File: src/rtl/apb_cmd_pkg.sv
// ============================================================================
// apb_cmd_pkg - shared types and default widths for the APB command master
// Rev 1.0
// ============================================================================
`timescale 1ns/1ps
`default_nettype none

package apb_cmd_pkg;

    localparam int ADDR_WD_DEF = 32;
    localparam int DATA_WD_DEF = 32;
    localparam int STRB_WD_DEF = 4;
    localparam int PROT_WD_DEF = 3;

    typedef enum logic [1:0] {
        IDLE   = 2'd0,
        SETUP  = 2'd1,
        ACCESS = 2'd2
    } state_t;

    typedef struct packed {
        logic                   write;
        logic [ADDR_WD_DEF-1:0] addr;
        logic [DATA_WD_DEF-1:0] wdata;
        logic [STRB_WD_DEF-1:0] strb;
        logic [PROT_WD_DEF-1:0] prot;
    } cmd_t;

    function automatic int ptr_width(input int depth);
        return $clog2(depth) + 1;
    endfunction

endpackage

`default_nettype wire

File: src/rtl/apb_cmd_fifo.sv
// ============================================================================
// apb_cmd_fifo - synchronous command FIFO with full/empty flags
// Rev 1.0
// ============================================================================
`timescale 1ns/1ps
`default_nettype none

module apb_cmd_fifo
    import apb_cmd_pkg::*;
#(
    parameter int  DEPTH   = 4,
    parameter type ENTRY_T = cmd_t
) (
    input  logic   a_pclk,
    input  logic   a_prst_n,
    input  logic   push,
    input  ENTRY_T push_data,
    input  logic   pop,
    output ENTRY_T head,
    output logic   full,
    output logic   empty
);

    localparam int AW = $clog2(DEPTH);
    localparam int PW = ptr_width(DEPTH);

    if (DEPTH < 2 || (DEPTH & (DEPTH - 1)) != 0) begin : g_depth_check
        $error("apb_cmd_fifo: DEPTH must be a power of 2 and >= 2");
    end

    ENTRY_T        mem [DEPTH];
    logic [PW-1:0] wr_ptr;
    logic [PW-1:0] rd_ptr;
    logic          do_push;
    logic          do_pop;

    // The extra pointer bit separates full from empty when the indices match.
    assign empty   = (wr_ptr == rd_ptr);
    assign full    = (wr_ptr[AW] != rd_ptr[AW]) && (wr_ptr[AW-1:0] == rd_ptr[AW-1:0]);
    assign do_push = push && !full;
    assign do_pop  = pop && !empty;
    assign head    = mem[rd_ptr[AW-1:0]];

    always_ff @(posedge a_pclk or negedge a_prst_n) begin
        if (!a_prst_n) begin
            wr_ptr <= '0;
            rd_ptr <= '0;
        end else begin
            if (do_push) begin
                wr_ptr <= wr_ptr + PW'(1);
            end
            if (do_pop) begin
                rd_ptr <= rd_ptr + PW'(1);
            end
        end
    end

    always_ff @(posedge a_pclk) begin
        if (do_push) begin
            mem[wr_ptr[AW-1:0]] <= push_data;
        end
    end

endmodule

`default_nettype wire

File: src/rtl/apb_cmd_master.sv
// ============================================================================
// apb_cmd_master - FIFO-buffered APB master, one in-order response per command
// Optional macro APB_TIMEOUT_EN: abort a stalled ACCESS after TMO_CYC cycles.
// Rev 1.0
// ============================================================================
`timescale 1ns/1ps
`default_nettype none

module apb_cmd_master
    import apb_cmd_pkg::*;
#(
    parameter int ADDR_WD = ADDR_WD_DEF,
    parameter int DATA_WD = DATA_WD_DEF,
    parameter int STRB_WD = STRB_WD_DEF,
    parameter int PROT_WD = PROT_WD_DEF,
    parameter int DEPTH   = 4,
    parameter int TMO_CYC = 255
) (
    input  logic               a_pclk,
    input  logic               a_prst_n,
    input  logic               cmd_valid,
    output logic               cmd_ready,
    input  logic               cmd_write,
    input  logic [ADDR_WD-1:0] cmd_addr,
    input  logic [DATA_WD-1:0] cmd_wdata,
    input  logic [STRB_WD-1:0] cmd_strb,
    input  logic [PROT_WD-1:0] cmd_prot,
    output logic               rsp_valid,
    input  logic               rsp_ready,
    output logic [DATA_WD-1:0] rsp_rdata,
    output logic               rsp_write,
    output logic               rsp_err,
    output logic               a_psel,
    output logic               a_penable,
    output logic               a_pwrite,
    output logic [ADDR_WD-1:0] a_paddr,
    output logic [DATA_WD-1:0] a_pwdata,
    output logic [PROT_WD-1:0] a_pprot,
    output logic [STRB_WD-1:0] a_pstrb,
    input  logic [DATA_WD-1:0] a_prdata,
    input  logic               a_pready,
    output logic               tmo_sticky,
    output logic               busy
);

    if (TMO_CYC < 1) begin : g_tmo_check
        $error("apb_cmd_master: TMO_CYC must be >= 1");
    end

    typedef struct packed {
        logic               write;
        logic [ADDR_WD-1:0] addr;
        logic [DATA_WD-1:0] wdata;
        logic [STRB_WD-1:0] strb;
        logic [PROT_WD-1:0] prot;
    } entry_t;

    entry_t push_data;
    entry_t head;
    logic   fifo_full;
    logic   fifo_empty;
    state_t state;
    state_t state_nxt;
    logic   launch;
    logic   finish;
    logic   abort;

    assign push_data = '{write: cmd_write, addr: cmd_addr, wdata: cmd_wdata,
                         strb: cmd_strb, prot: cmd_prot};

    apb_cmd_fifo #(
        .DEPTH   (DEPTH),
        .ENTRY_T (entry_t)
    ) u_fifo (
        .a_pclk    (a_pclk),
        .a_prst_n  (a_prst_n),
        .push      (cmd_valid),
        .push_data (push_data),
        .pop       (finish),
        .head      (head),
        .full      (fifo_full),
        .empty     (fifo_empty)
    );

    assign cmd_ready = !fifo_full;
    assign a_psel    = (state != IDLE);
    assign a_penable = (state == ACCESS);
    assign busy      = !fifo_empty || (state != IDLE) || rsp_valid;

`ifdef APB_TIMEOUT_EN
    localparam int TW = $clog2(TMO_CYC + 1);

    logic [TW-1:0] tmo_cnt;
    logic          tmo_flag;

    // tmo_cnt holds the number of ACCESS cycles already spent waiting.
    assign abort      = (state == ACCESS) && !a_pready && (tmo_cnt == TW'(TMO_CYC - 1));
    assign tmo_sticky = tmo_flag;

    always_ff @(posedge a_pclk or negedge a_prst_n) begin
        if (!a_prst_n) begin
            tmo_cnt  <= '0;
            tmo_flag <= 1'b0;
        end else begin
            if (state != ACCESS) begin
                tmo_cnt <= '0;
            end else if (!a_pready) begin
                tmo_cnt <= tmo_cnt + TW'(1);
            end
            if (abort) begin
                tmo_flag <= 1'b1;
            end
        end
    end
`else
    assign abort      = 1'b0;
    assign tmo_sticky = 1'b0;
`endif

    always_comb begin
        state_nxt = state;
        launch    = 1'b0;
        finish    = 1'b0;
        case (state)
            IDLE: begin
                if (!fifo_empty && !rsp_valid && !tmo_sticky) begin
                    state_nxt = SETUP;
                    launch    = 1'b1;
                end
            end
            SETUP: begin
                state_nxt = ACCESS;
            end
            ACCESS: begin
                if (a_pready || abort) begin
                    state_nxt = IDLE;
                    finish    = 1'b1;
                end
            end
            default: begin
                state_nxt = IDLE;
            end
        endcase
    end

    always_ff @(posedge a_pclk or negedge a_prst_n) begin
        if (!a_prst_n) begin
            state     <= IDLE;
            a_pwrite  <= 1'b0;
            a_paddr   <= '0;
            a_pwdata  <= '0;
            a_pprot   <= '0;
            a_pstrb   <= '0;
            rsp_valid <= 1'b0;
            rsp_rdata <= '0;
            rsp_write <= 1'b0;
            rsp_err   <= 1'b0;
        end else begin
            state <= state_nxt;
            if (launch) begin
                a_pwrite <= head.write;
                a_paddr  <= head.addr;
                a_pwdata <= head.wdata;
                a_pprot  <= head.prot;
                a_pstrb  <= head.strb;
            end
            // A response can only complete while none is pending, so the two never collide.
            if (finish) begin
                rsp_valid <= 1'b1;
                rsp_write <= a_pwrite;
                rsp_err   <= abort;
                rsp_rdata <= (a_pwrite || abort) ? '0 : a_prdata;
            end else if (rsp_valid && rsp_ready) begin
                rsp_valid <= 1'b0;
            end
        end
    end

endmodule

`default_nettype wire

File: config.mk
export PLATFORM = sky130hd
export DESIGN_NAME = apb_cmd_master
export DESIGN_NICKNAME = d
export VERILOG_FILES = /design/src/rtl/apb_cmd_pkg.sv /design/src/rtl/apb_cmd_fifo.sv /design/src/rtl/apb_cmd_master.sv
export SDC_FILE = /design/constraint.sdc
export NUM_CORES = 1
export LEC_CHECK = 0
export BUFFER_PORTS_ARGS = -buffer_cell sky130_fd_sc_hd__buf_2
export CORE_ASPECT_RATIO = 0.9
export CORE_UTILIZATION = 43
export DETAILED_ROUTE_END_ITERATION = 7
export PLACE_DENSITY = 0.65
export REMOVE_ABC_BUFFERS = 1
export SLEW_MARGIN = 25
export SYNTH_ARGS = -nofsm -noshare
export SYNTH_HDL_FRONTEND = slang
export SYNTH_HIERARCHICAL = 1
export SYNTH_SLANG_ARGS = --single-unit
export TNS_END_PERCENT = 20
File: constraint.sdc
create_clock -name a_pclk -period 3.97 [get_ports a_pclk]
set_input_delay 0.5955 -clock a_pclk [delete_from_list [all_inputs] [get_ports a_pclk]]
set_output_delay 0.5955 -clock a_pclk [all_outputs]
set_load 0.02 [all_outputs]
==> out/summary.txt, run 1 <==
Final Critical Period - 2.974 ns
average routed wire per standard cell - 21.01 um
worst slack at placement - 1.397 ns
ratio of final minimum period to clock period - 0.7490
total power density per cell area - 848.2 mW/mm^2
Clock Pin Slew Worst Setup and Hold Paths - 0.06 ns
CTS max path bufs - 3
Crit Path Max Fanout - 16
number of search-and-repair iterations in the first detailed-routing pass - 4
die boundary height - 182.5 um
num rows - 65
boundary pin count - 221
element type at the critical path start - flop
Tightest Pin Transition - 0.7498 ns
worst vdd rail ir drop - 0.6309 mV
width of the die - 202.6 um
total via count after detailed routing - 7,192
Post-Synthesis Cell Area - 0.01557 sq mm
post-synthesis register bit count - 402
initial cell density of the core - 0.4401
number of global-route vias before repair - 7,449
number of setup violations in the final report - 0
power after layout - 15.73 mW
antenna violations before repair - 6
overall fraction of global-route tracks in use - 0.1659
quantity of hold-fixing buffers added after cts - 0
status - finished, final reports clean
number of warning messages in the yosys log - 6
Setup crit end kind - output port
predominant post-synthesis flop cell - sky130_fd_sc_hd__edfxtp_1
TritonCTS Buffers - 42
Syn Inst Count - 699
final-report hold violation count - 0
H-tree levels - 2
Post-DP HPWL - 18,430 um
share of cells above drive strength 1 - 0.4923
Slew headroom - 0.5001
Pins Over Slew Limit - 0
total number of nets in the final design - 1,055
wire length of the first global-routing pass - 45,980 um
mean number of vias per cell - 4.974
post-route setup slack - 0.9963 ns
core box area - 0.03538 sq mm
syn_area_per_cell - 22.27 sq um
Total Negative Setup Slacks - 0 ns
worst setup skew after layout - 0.02577 ns
synthesis-to-layout area growth - 19.13%
clock tree from TritonCTS - built
Crit path required time - 3.37 ns
routability congestion estimate from global placement - 0.7577
wire length reported by the detailed router - 30,380 um
number of violations of the max-capacitance limit - 0
critical path data arrival time - 2.38 ns
start-to-end type of the worst setup path - reg2out
remaining antenna violation count - 0
root buffer selected by CTS - sky130_fd_sc_hd__clkbuf_16
pin count of the biggest net entering global routing - 74
Hold WC Path Type - in2async
count of instances resized after the clock tree is built - 0
maximum clock frequency - 0.3363 GHz
insertion delay of the later-clocked pin in the worst-skew pair - 0.56 ns
part of the Yosys area used for sequential elements - 0.7387
area of the die - 0.03697 sq mm
number of enable flip-flop cells after synthesis - 288
core utilization of the finished layout - 0.5243
unrepaired setup endpoints after global routing - no
number of remaining DRC errors - 0
overflow left after global routing - 0
share of flip-flops with an asynchronous set or reset after synthesis - 0.2836
Setup Fix Bufs, Post-CTS - 0
Leakage - 7.090 nW
CTS Sinks - 402
number of violations reported at the end of detailed-routing iteration 0 - 386
number of buffers added on ports - 218
Unique masters post-synth - 35
worst reg-to-reg setup slack - 1.43 ns
## worst max-delay path, cell delays in order (launching register included)
cell                      delay, ns
sky130_fd_sc_hd__dfrtp_4       0.62
sky130_fd_sc_hd__xnor2_1       0.58
sky130_fd_sc_hd__nand3_1       0.27
sky130_fd_sc_hd__inv_1         0.15
sky130_fd_sc_hd__inv_1         0.06
sky130_fd_sc_hd__buf_2         0.16
## area by class of cell
class / instances / area, sq um
timing repair buffer: 231 / 1277
clock buffer: 62 / 1186
inverter: 6 / 22.52
clock inverter: 16 / 200.2
antenna: 2 / 5.005
multi-input combinational: 258 / 3762
sequential: 402 / 11510
fill: 2784 / 16830
tap: 469 / 586.8
## registers in the layout (all words and copies together) (netlist names)
signal	cells
rsp_valid	1
a_paddr	32
a_pstrb	4
a_pprot	3
a_pwdata	32
u_fifo/wr_ptr	3
u_fifo/mem	288
state	2
a_pwrite	1
rsp_rdata	32
rsp_write	1
u_fifo/rd_ptr	3
## cells in the final DEF, fill, tap and decap left out, types with 3 or more instances in the layout
| cell type | instances |
|---|---|
| sky130_fd_sc_hd__mux4_2 | 72 |
| sky130_fd_sc_hd__inv_1 | 6 |
| sky130_fd_sc_hd__clkbuf_16 | 42 |
| sky130_fd_sc_hd__clkbuf_1 | 14 |
| sky130_fd_sc_hd__bufinv_16 | 3 |
| sky130_fd_sc_hd__mux2_4 | 90 |
| sky130_fd_sc_hd__clkinv_2 | 4 |
| sky130_fd_sc_hd__ha_1 | 5 |
| sky130_fd_sc_hd__buf_2 | 217 |
| sky130_fd_sc_hd__a21oi_1 | 4 |
| sky130_fd_sc_hd__buf_4 | 7 |
| sky130_fd_sc_hd__buf_12 | 5 |
| sky130_fd_sc_hd__xnor2_1 | 5 |
| sky130_fd_sc_hd__clkbuf_8 | 6 |
| sky130_fd_sc_hd__and3_4 | 3 |
| sky130_fd_sc_hd__edfxtp_1 | 288 |
| sky130_fd_sc_hd__nor2b_1 | 32 |
| sky130_fd_sc_hd__clkinv_1 | 4 |
| sky130_fd_sc_hd__nand2b_1 | 3 |
| sky130_fd_sc_hd__dfrtp_1 | 112 |
| sky130_fd_sc_hd__o31ai_1 | 4 |
| sky130_fd_sc_hd__mux2_2 | 15 |
## cells by family after synthesis
group	after synthesis	share of synthesized area
AO/OA/AOI/OAI	14	0.006348
XOR/XNOR	9	0.006027
adder cells (fa/ha/maj)	5	0.004018
buffers and inverters	40	0.02218
flip-flops	402	0.7387
multiplexers	178	0.2024
other	1	0.0002408
AND/OR/NAND/NOR	50	0.02009
## worst paths after layout
kind                                  start                end  depth (start not counted)
max                        u_fifo/rd_ptr[0]          cmd_ready                          5
min                                a_prst_n       a_pwdata[10]                          1
max reg2reg                u_fifo/rd_ptr[0]  u_fifo/mem[0][11]                          4
min reg2reg                    rsp_rdata[0]       rsp_rdata[0]                          1
max in group asynchronous          a_prst_n        a_paddr[22]                          2
min in group a_pclk           cmd_wdata[24]  u_fifo/mem[1][31]                          1
## metal layers
layer  vias to the layer above  track usage  part of all wire
li1                       3253            -                 -
met1                      3637       0.2467              0.47
met5                         -            0            0.0017
met4                         8      0.04060             0.016
met2                       244       0.2427              0.44
met3                        50      0.04482             0.075
## synthesized netlist by cell type, drive strengths merged (2+ instances only)
library cell / n / area share
xnor2: 5 / 0.0028
and3: 3 / 0.0012
inv: 6 / 0.0014
mux4: 72 / 0.10
a31oi: 2 / 0.0012
edfxtp: 288 / 0.56
a21o: 2 / 0.00096
nand2b: 3 / 0.0012
a21oi: 4 / 0.0013
xor2: 4 / 0.0032
o31ai: 4 / 0.0019
a211oi: 2 / 0.00096
mux2: 105 / 0.098
nor3: 2 / 0.00064
dfrtp: 114 / 0.18
ha: 5 / 0.0040
nand3: 2 / 0.00064
nand2: 2 / 0.00048
nor2b: 32 / 0.013
clkbuf: 5 / 0.0012
buf: 29 / 0.020
## power breakdown
part           internal, mW  switching (mW)
logic                  2.72            2.73
clock network          2.29            1.59
registers              5.80           0.594
total                  10.8            4.92
## per-stage QoR
stage | instance area, sq um | cells | hold WS (ns)
global route | 18540 | 1444 | 0.08996
floorplan | 15250 | 666 | 0.2999
global placement | 17130 | 1365 | 0.4863
CTS | 18540 | 1444 | 0.06263
detailed placement | 17160 | 1366 | 0.4878
finish | 18550 | 1446 | 0.06067
Note: power is estimated with default switching activity, not from simulation.
==> run 2: changes to the inputs <==
- clock period: 3.97 -> 2.9 ns (I/O delays scaled with it)
==> out/summary.txt, run 2 (synthesized netlist as in run 1, its figures left out) <==
clock tree from TritonCTS - built (unchanged)
wire length reported by the detailed router - 29,450 um (was 30,380 um)
Reg2Reg Launch Point - u_fifo/rd_ptr[1] (was u_fifo/rd_ptr[0])
Total Negative Setup Slacks - 0 ns (unchanged)
start-to-end type of the worst setup path - reg2out (unchanged)
number of remaining DRC errors - 0 (unchanged)
maximum clock frequency - 0.4097 GHz
number of violations of the max-capacitance limit - 0 (unchanged)
overall fraction of global-route tracks in use - 0.1621 (was 0.1659)
share of cells above drive strength 1 - 0.4918 (was 0.4923)
clock power share - 0.237 (was 0.247)
routability congestion estimate from global placement - 0.7748 (was 0.7577)
Crit path required time - 2.47 ns (was 3.37 ns)
Clock Pin Slew Worst Setup and Hold Paths - 0.06 ns (about the same)
Leakage - 7.085 nW (was 7.090 nW)
antenna violations before repair - 4 (was 6)
worst vdd rail ir drop - 0.7149 mV (was 0.6309 mV)
Slew headroom - 0.4737 (was 0.5001)
Setup Fix Bufs, Post-CTS - 0 (unchanged)
element type at the critical path start - flop (unchanged)
H-tree levels - 2 (unchanged)
total net switching power - 6.633 mW (was 4.917 mW)
Hold WC Path Type - in2reg (was in2async)
TritonCTS Buffers - 42 (unchanged)
number of buffers added on ports - 218 (unchanged)
fillcell total - 2,815 (was 2,784)
width of the die - 202.6 um (unchanged)
Final Critical Period - 2.441 ns
critical path data arrival time - 2.01 ns (was 2.38 ns)
total via count after detailed routing - 7,253 (was 7,192)
quantity of hold-fixing buffers added after cts - 1 (was 0)
commonest cells after routing, fill and taps aside - sky130_fd_sc_hd__edfxtp_1 (288), sky130_fd_sc_hd__buf_2 (217), sky130_fd_sc_hd__dfrtp_1 (112) (unchanged)
final-report hold violation count - 0 (unchanged)
pin count of the biggest net entering global routing - 52 (was 74)
area of the die - 0.03697 sq mm (unchanged)
Final Hold Slack - 0.1122 ns (was 0.06067 ns)
overflow left after global routing - 0 (unchanged)
insertion delay of the later-clocked pin in the worst-skew pair - 0.54 ns (was 0.56 ns)
number of flip-flops under the largest register name - 288 (unchanged)
die boundary height - 182.5 um (unchanged)
remaining antenna violation count - 0 (unchanged)
status - finished, final reports clean (unchanged)
Setup crit end kind - output port (unchanged)
Pins Over Slew Limit - 0 (unchanged)
part of the power in registers - 0.408 (was 0.407)
worst reg-to-reg setup slack - 0.63 ns (was 1.43 ns)
Tightest Pin Transition - 0.7894 ns (was 0.7498 ns)
synthesis-to-layout area growth - 19.02% (was 19.13%)
num rows - 65 (unchanged)
Post-DP HPWL - 17,450 um (was 18,430 um)
initial cell density of the core - 0.4401 (unchanged)
core box area - 0.03538 sq mm (unchanged)
number of search-and-repair iterations in the first detailed-routing pass - 4 (unchanged)
leading cell type in the layout, fill and taps excluded - sky130_fd_sc_hd__edfxtp_1 (unchanged)
startpoint of the worst hold path - cmd_wdata[28]
mean number of vias per cell - 4.999 (was 4.974)
unrepaired setup endpoints after global routing - no (unchanged)
Crit Path Max Fanout - 4 (was 16)
FF-to-FF path depth - 4 (unchanged)
wire length of the first global-routing pass - 45,400 um (was 45,980 um)
number of violations reported at the end of detailed-routing iteration 0 - 369 (was 386)
number of setup violations in the final report - 0 (unchanged)
count of instances resized after the clock tree is built - 0 (unchanged)
total number of nets in the final design - 1,061 (was 1,055)
reg-to-reg critical path endpoint - u_fifo/mem[1][42] (was u_fifo/mem[0][11])
worst setup skew after layout - 0.01808 ns (was 0.02577 ns)
total power density per cell area - 1150 mW/mm^2 (was 848.2 mW/mm^2)
CTS max path bufs - 3 (unchanged)
boundary pin count - 221 (unchanged)
combinational cell fraction of total power - 0.356 (was 0.347)
Cells on Worst Hold Path - 1
root buffer selected by CTS - sky130_fd_sc_hd__clkbuf_16 (unchanged)
average routed wire per standard cell - 20.30 um (was 21.01 um)
cell internal pwr - 14.68 mW (was 10.82 mW)
hold worst-path end - u_fifo/mem[3][35]
CTS Sinks - 402 (unchanged)
ratio of final minimum period to clock period - 0.8416
switch share - 0.3113 (was 0.3125)
number of global-route vias before repair - 7,768 (was 7,449)
## run 2: cell types whose count changed in the layout (fill, tap and decap cells not counted), sizes merged
cell	previous run	this run
inv	9	8
bufinv	3	1
buf	231	236
dlygate4sd3	0	1
clkbuf	62	63
clkinvlp	1	2
## run 2: worst max path at each step
stage                              to  slack, ns             start
floorplan                  a_pprot[2]      -7.52  u_fifo/rd_ptr[0]
global placement    u_fifo/mem[1][50]       0.65  u_fifo/rd_ptr[1]
detailed placement  u_fifo/mem[2][50]       0.63  u_fifo/rd_ptr[1]
CTS                         cmd_ready       0.44  u_fifo/rd_ptr[1]
global route                cmd_ready       0.34  u_fifo/rd_ptr[1]
finish                      cmd_ready       0.46  u_fifo/rd_ptr[1]
## run 2: power by group through the flow
stage	Combinational, mW	Clock [mW]	Sequential, mW
finish	7.58	5.04	8.69
global route	8.08	5.43	8.87
CTS	7.72	5.19	8.72
detailed placement	7.73	0	8.80
global placement	7.62	0	8.76
floorplan	3.70	0	9.81
## run 2: routing by layer
metal	part of all wire	wire length, um	track usage	vias up
li1	-	-	-	3276
met1	0.46	13430	0.2268	3702
met2	0.46	13510	0.2504	216
met3	0.066	1946	0.04464	55
met4	0.018	532	0.04451	4
met5	0.0012	34	0	-
## run 2: layout make-up
cell class                      count  area (sq um)  share of cell area
Sequential cell                   402         11510              0.6210
Tap cell                          469         586.8             0.03167
Antenna cell                        2         5.005           0.0002701
Clock buffer                       63          1191             0.06428
Timing Repair Buffer              237          1355             0.07312
Multi-Input combinational cell    258          3760              0.2029
Inverter                            6         22.52            0.001215
Clock inverter                     14         102.6            0.005536
## run 2: stage by stage
step / util / worst slack [ns] / instance area (sq um) / std cells / power [mW]
floorplan: - / -7.517 / 15250 / 666 / 13.51
global placement: 0.4868 / 0.6461 / 17220 / 1371 / 16.37
detailed placement: 0.4868 / 0.6255 / 17220 / 1371 / 16.52
CTS: 0.5237 / 0.4382 / 18530 / 1449 / 21.64
global route: 0.5237 / 0.3384 / 18530 / 1449 / 22.38
finish: 0.5238 / 0.4595 / 18530 / 1451 / 21.31
## run 2: worst max-delay path, cell delays in order (launching register included)
cell and delay (ns):
sky130_fd_sc_hd__dfrtp_4 0.49, sky130_fd_sc_hd__xnor2_1 0.44, sky130_fd_sc_hd__nand3_1 0.24, sky130_fd_sc_hd__inv_1 0.09, sky130_fd_sc_hd__inv_1 0.05, sky130_fd_sc_hd__buf_2 0.16
==> run 3: changes to the inputs <==
- clock period: 2.9 -> 2.3 ns (I/O delays scaled with it)
==> out/summary.txt, run 3 (synthesized netlist as in run 1, its figures left out) <==
status - finished, final reports clean (unchanged)
Total Negative Setup Slacks - 0 ns (unchanged)
H-tree levels - 2 (unchanged)
Hold WC Path Type - in2reg (unchanged)
initial cell density of the core - 0.4401 (unchanged)
number of remaining DRC errors - 0 (unchanged)
Leakage - 7.244 nW (was 7.085 nW)
average routed wire per standard cell - 20.36 um (was 20.30 um)
routed length on met3 - 2096 um (was 1946 um)
routed wire length on met2 - 13,180 um (was 13,510 um)
die boundary height - 182.5 um (unchanged)
width of the die - 202.6 um (unchanged)
wire length of the first global-routing pass - 45,860 um (was 45,400 um)
Tightest Pin Transition - 0.6850 ns (was 0.7894 ns)
total via count after detailed routing - 7,343 (was 7,253)
core utilization of the finished layout - 0.5333 (was 0.5238)
routability congestion estimate from global placement - 0.7984 (was 0.7748)
Final Hold Slack - 0.02347 ns (was 0.1122 ns)
worst vdd rail ir drop - 0.9060 mV (was 0.7149 mV)
number of buffers added on ports - 218 (unchanged)
ratio of final minimum period to clock period - 0.9540
overall fraction of global-route tracks in use - 0.1637 (was 0.1621)
area used by multi-input combinational logic - 0.003777 sq mm (was 0.003760 sq mm)
clock tree from TritonCTS - built (unchanged)
root buffer selected by CTS - sky130_fd_sc_hd__clkbuf_16 (unchanged)
start-to-end type of the worst setup path - reg2out (unchanged)
share of cells above drive strength 1 - 0.5000 (was 0.4918)
critical path data arrival time - 1.85 ns (was 2.01 ns)
core box area - 0.03538 sq mm (unchanged)
maximum clock frequency - 0.4557 GHz
total power density per cell area - 1471 mW/mm^2 (was 1150 mW/mm^2)
overflow left after global routing - 0 (unchanged)
num rows - 65 (unchanged)
boundary pin count - 221 (unchanged)
Slew headroom - 0.5433 (was 0.4737)
antenna violations before repair - 6 (was 4)
fillcell total - 2,799 (was 2,815)
CTS Sinks - 402 (unchanged)
number of search-and-repair iterations in the first detailed-routing pass - 4 (unchanged)
leading cell type in the layout, fill and taps excluded - sky130_fd_sc_hd__edfxtp_1 (unchanged)
insertion delay of the later-clocked pin in the worst-skew pair - 0.53 ns (was 0.54 ns)
commonest cells after routing, fill and taps aside - sky130_fd_sc_hd__edfxtp_1 (288), sky130_fd_sc_hd__buf_2 (217), sky130_fd_sc_hd__dfrtp_1 (112) (unchanged)
Setup crit end kind - output port (unchanged)
highest routed metal layer - met5 (unchanged)
Post-DP HPWL - 17,480 um (was 17,450 um)
area of the die - 0.03697 sq mm (unchanged)
post-route met1 wirelength - 14,080 um (was 13,430 um)
number of violations reported at the end of detailed-routing iteration 0 - 391 (was 369)
number of flip-flops under the largest register name - 288 (unchanged)
pin count of the biggest net entering global routing - 77 (was 52)
Final Critical Period - 2.194 ns
total number of nets in the final design - 1,079 (was 1,061)
wire length reported by the detailed router - 29,880 um (was 29,450 um)
number of setup violations in the final report - 0 (unchanged)
number of violations of the max-capacitance limit - 0 (unchanged)
synthesis-to-layout area growth - 21.17% (was 19.02%)
TritonCTS Buffers - 42 (unchanged)
element type at the critical path start - flop (unchanged)
CTS max path bufs - 3 (unchanged)
unrepaired setup endpoints after global routing - no (unchanged)
remaining antenna violation count - 0 (unchanged)
Crit path required time - 1.96 ns (was 2.47 ns)
Pins Over Slew Limit - 0 (unchanged)
storage element area - 0.01151 sq mm (unchanged)
number of global-route vias before repair - 7,741 (was 7,768)
Clock Pin Slew Worst Setup and Hold Paths - 0.06 ns (about the same)
Crit Path Max Fanout - 5 (was 4)
final-report hold violation count - 0 (unchanged)
worst setup skew after layout - 0.01504 ns (was 0.01808 ns)
mean number of vias per cell - 5.002 (was 4.999)
==> run 3: layout make-up <==
| class | instances | area share |
|---|---|---|
| inverter | 6 | 0.001194 |
| timing repair buffer | 255 | 0.08495 |
| tap | 469 | 0.03110 |
| antenna | 3 | 0.0003979 |
| multi-input combinational | 258 | 0.2002 |
| sequential | 402 | 0.6100 |
| clock inverter | 15 | 0.009085 |
| clock buffer | 60 | 0.06307 |
==> run 3: repair_timing <==
item,in CTS,in global routing
hold endpoints to repair,60,0
setup endpoints to repair,2,1
hold buffers,6,0
buffers inserted,0,2
pin swaps,0,0
gates resized for setup,3,0
cloned,0,0
==> run 3: layer usage <==
| metal | vias to the layer above | global-route usage |
|---|---|---|
| met5 | - | 0 |
| li1 | 3312 | - |
| met4 | 6 | 0.04000 |
| met2 | 224 | 0.2475 |
| met3 | 55 | 0.04839 |
| met1 | 3746 | 0.2334 |
==> run 3: final timing paths <==
kind | startpoint | end | slack [ns] | cells after the start
setup / recovery | u_fifo/wr_ptr[0] | cmd_ready | 0.11 | 7
hold / removal | cmd_wdata[8] | u_fifo/mem[3][15] | 0.02 | 1
setup reg to reg | u_fifo/rd_ptr[1] | a_paddr[17] | 0.14 | 6
hold reg to reg | rsp_rdata[31] | rsp_rdata[31] | 0.50 | 1
max in group asynchronous | a_prst_n | rsp_rdata[23] | 1.29 | 3
min in group asynchronous | a_prst_n | a_pwdata[13] | 0.34 | 2
==> run 3: power breakdown <==
part | switching, mW | internal (mW)
registers | 0.916 | 10.0
logic | 4.94 | 5.22
clock network | 2.62 | 4.03
total | 8.48 | 19.3
==> run 3: stage by stage <==
step | instances | setup slack, ns | cell area, sq um | power, mW
floorplan | 666 | -8.117 | 15250 | 17.22
global placement | 1382 | 0.1817 | 17410 | 21.15
detailed placement | 1382 | 0.1323 | 17410 | 21.31
CTS | 1463 | 0.04076 | 18840 | 28.10
global route | 1465 | 0.01515 | 18860 | 29.11
finish | 1468 | 0.1057 | 18870 | 27.75
==> run 3: critical path, cell delays in order (launching register included) <==
cell and delay, ns:
sky130_fd_sc_hd__dfrtp_1 0.41, sky130_fd_sc_hd__buf_4 0.18, sky130_fd_sc_hd__xnor2_1 0.16, sky130_fd_sc_hd__buf_4 0.16, sky130_fd_sc_hd__nand3_2 0.12, sky130_fd_sc_hd__inv_1 0.09
sky130_fd_sc_hd__inv_1 0.04, sky130_fd_sc_hd__buf_2 0.15
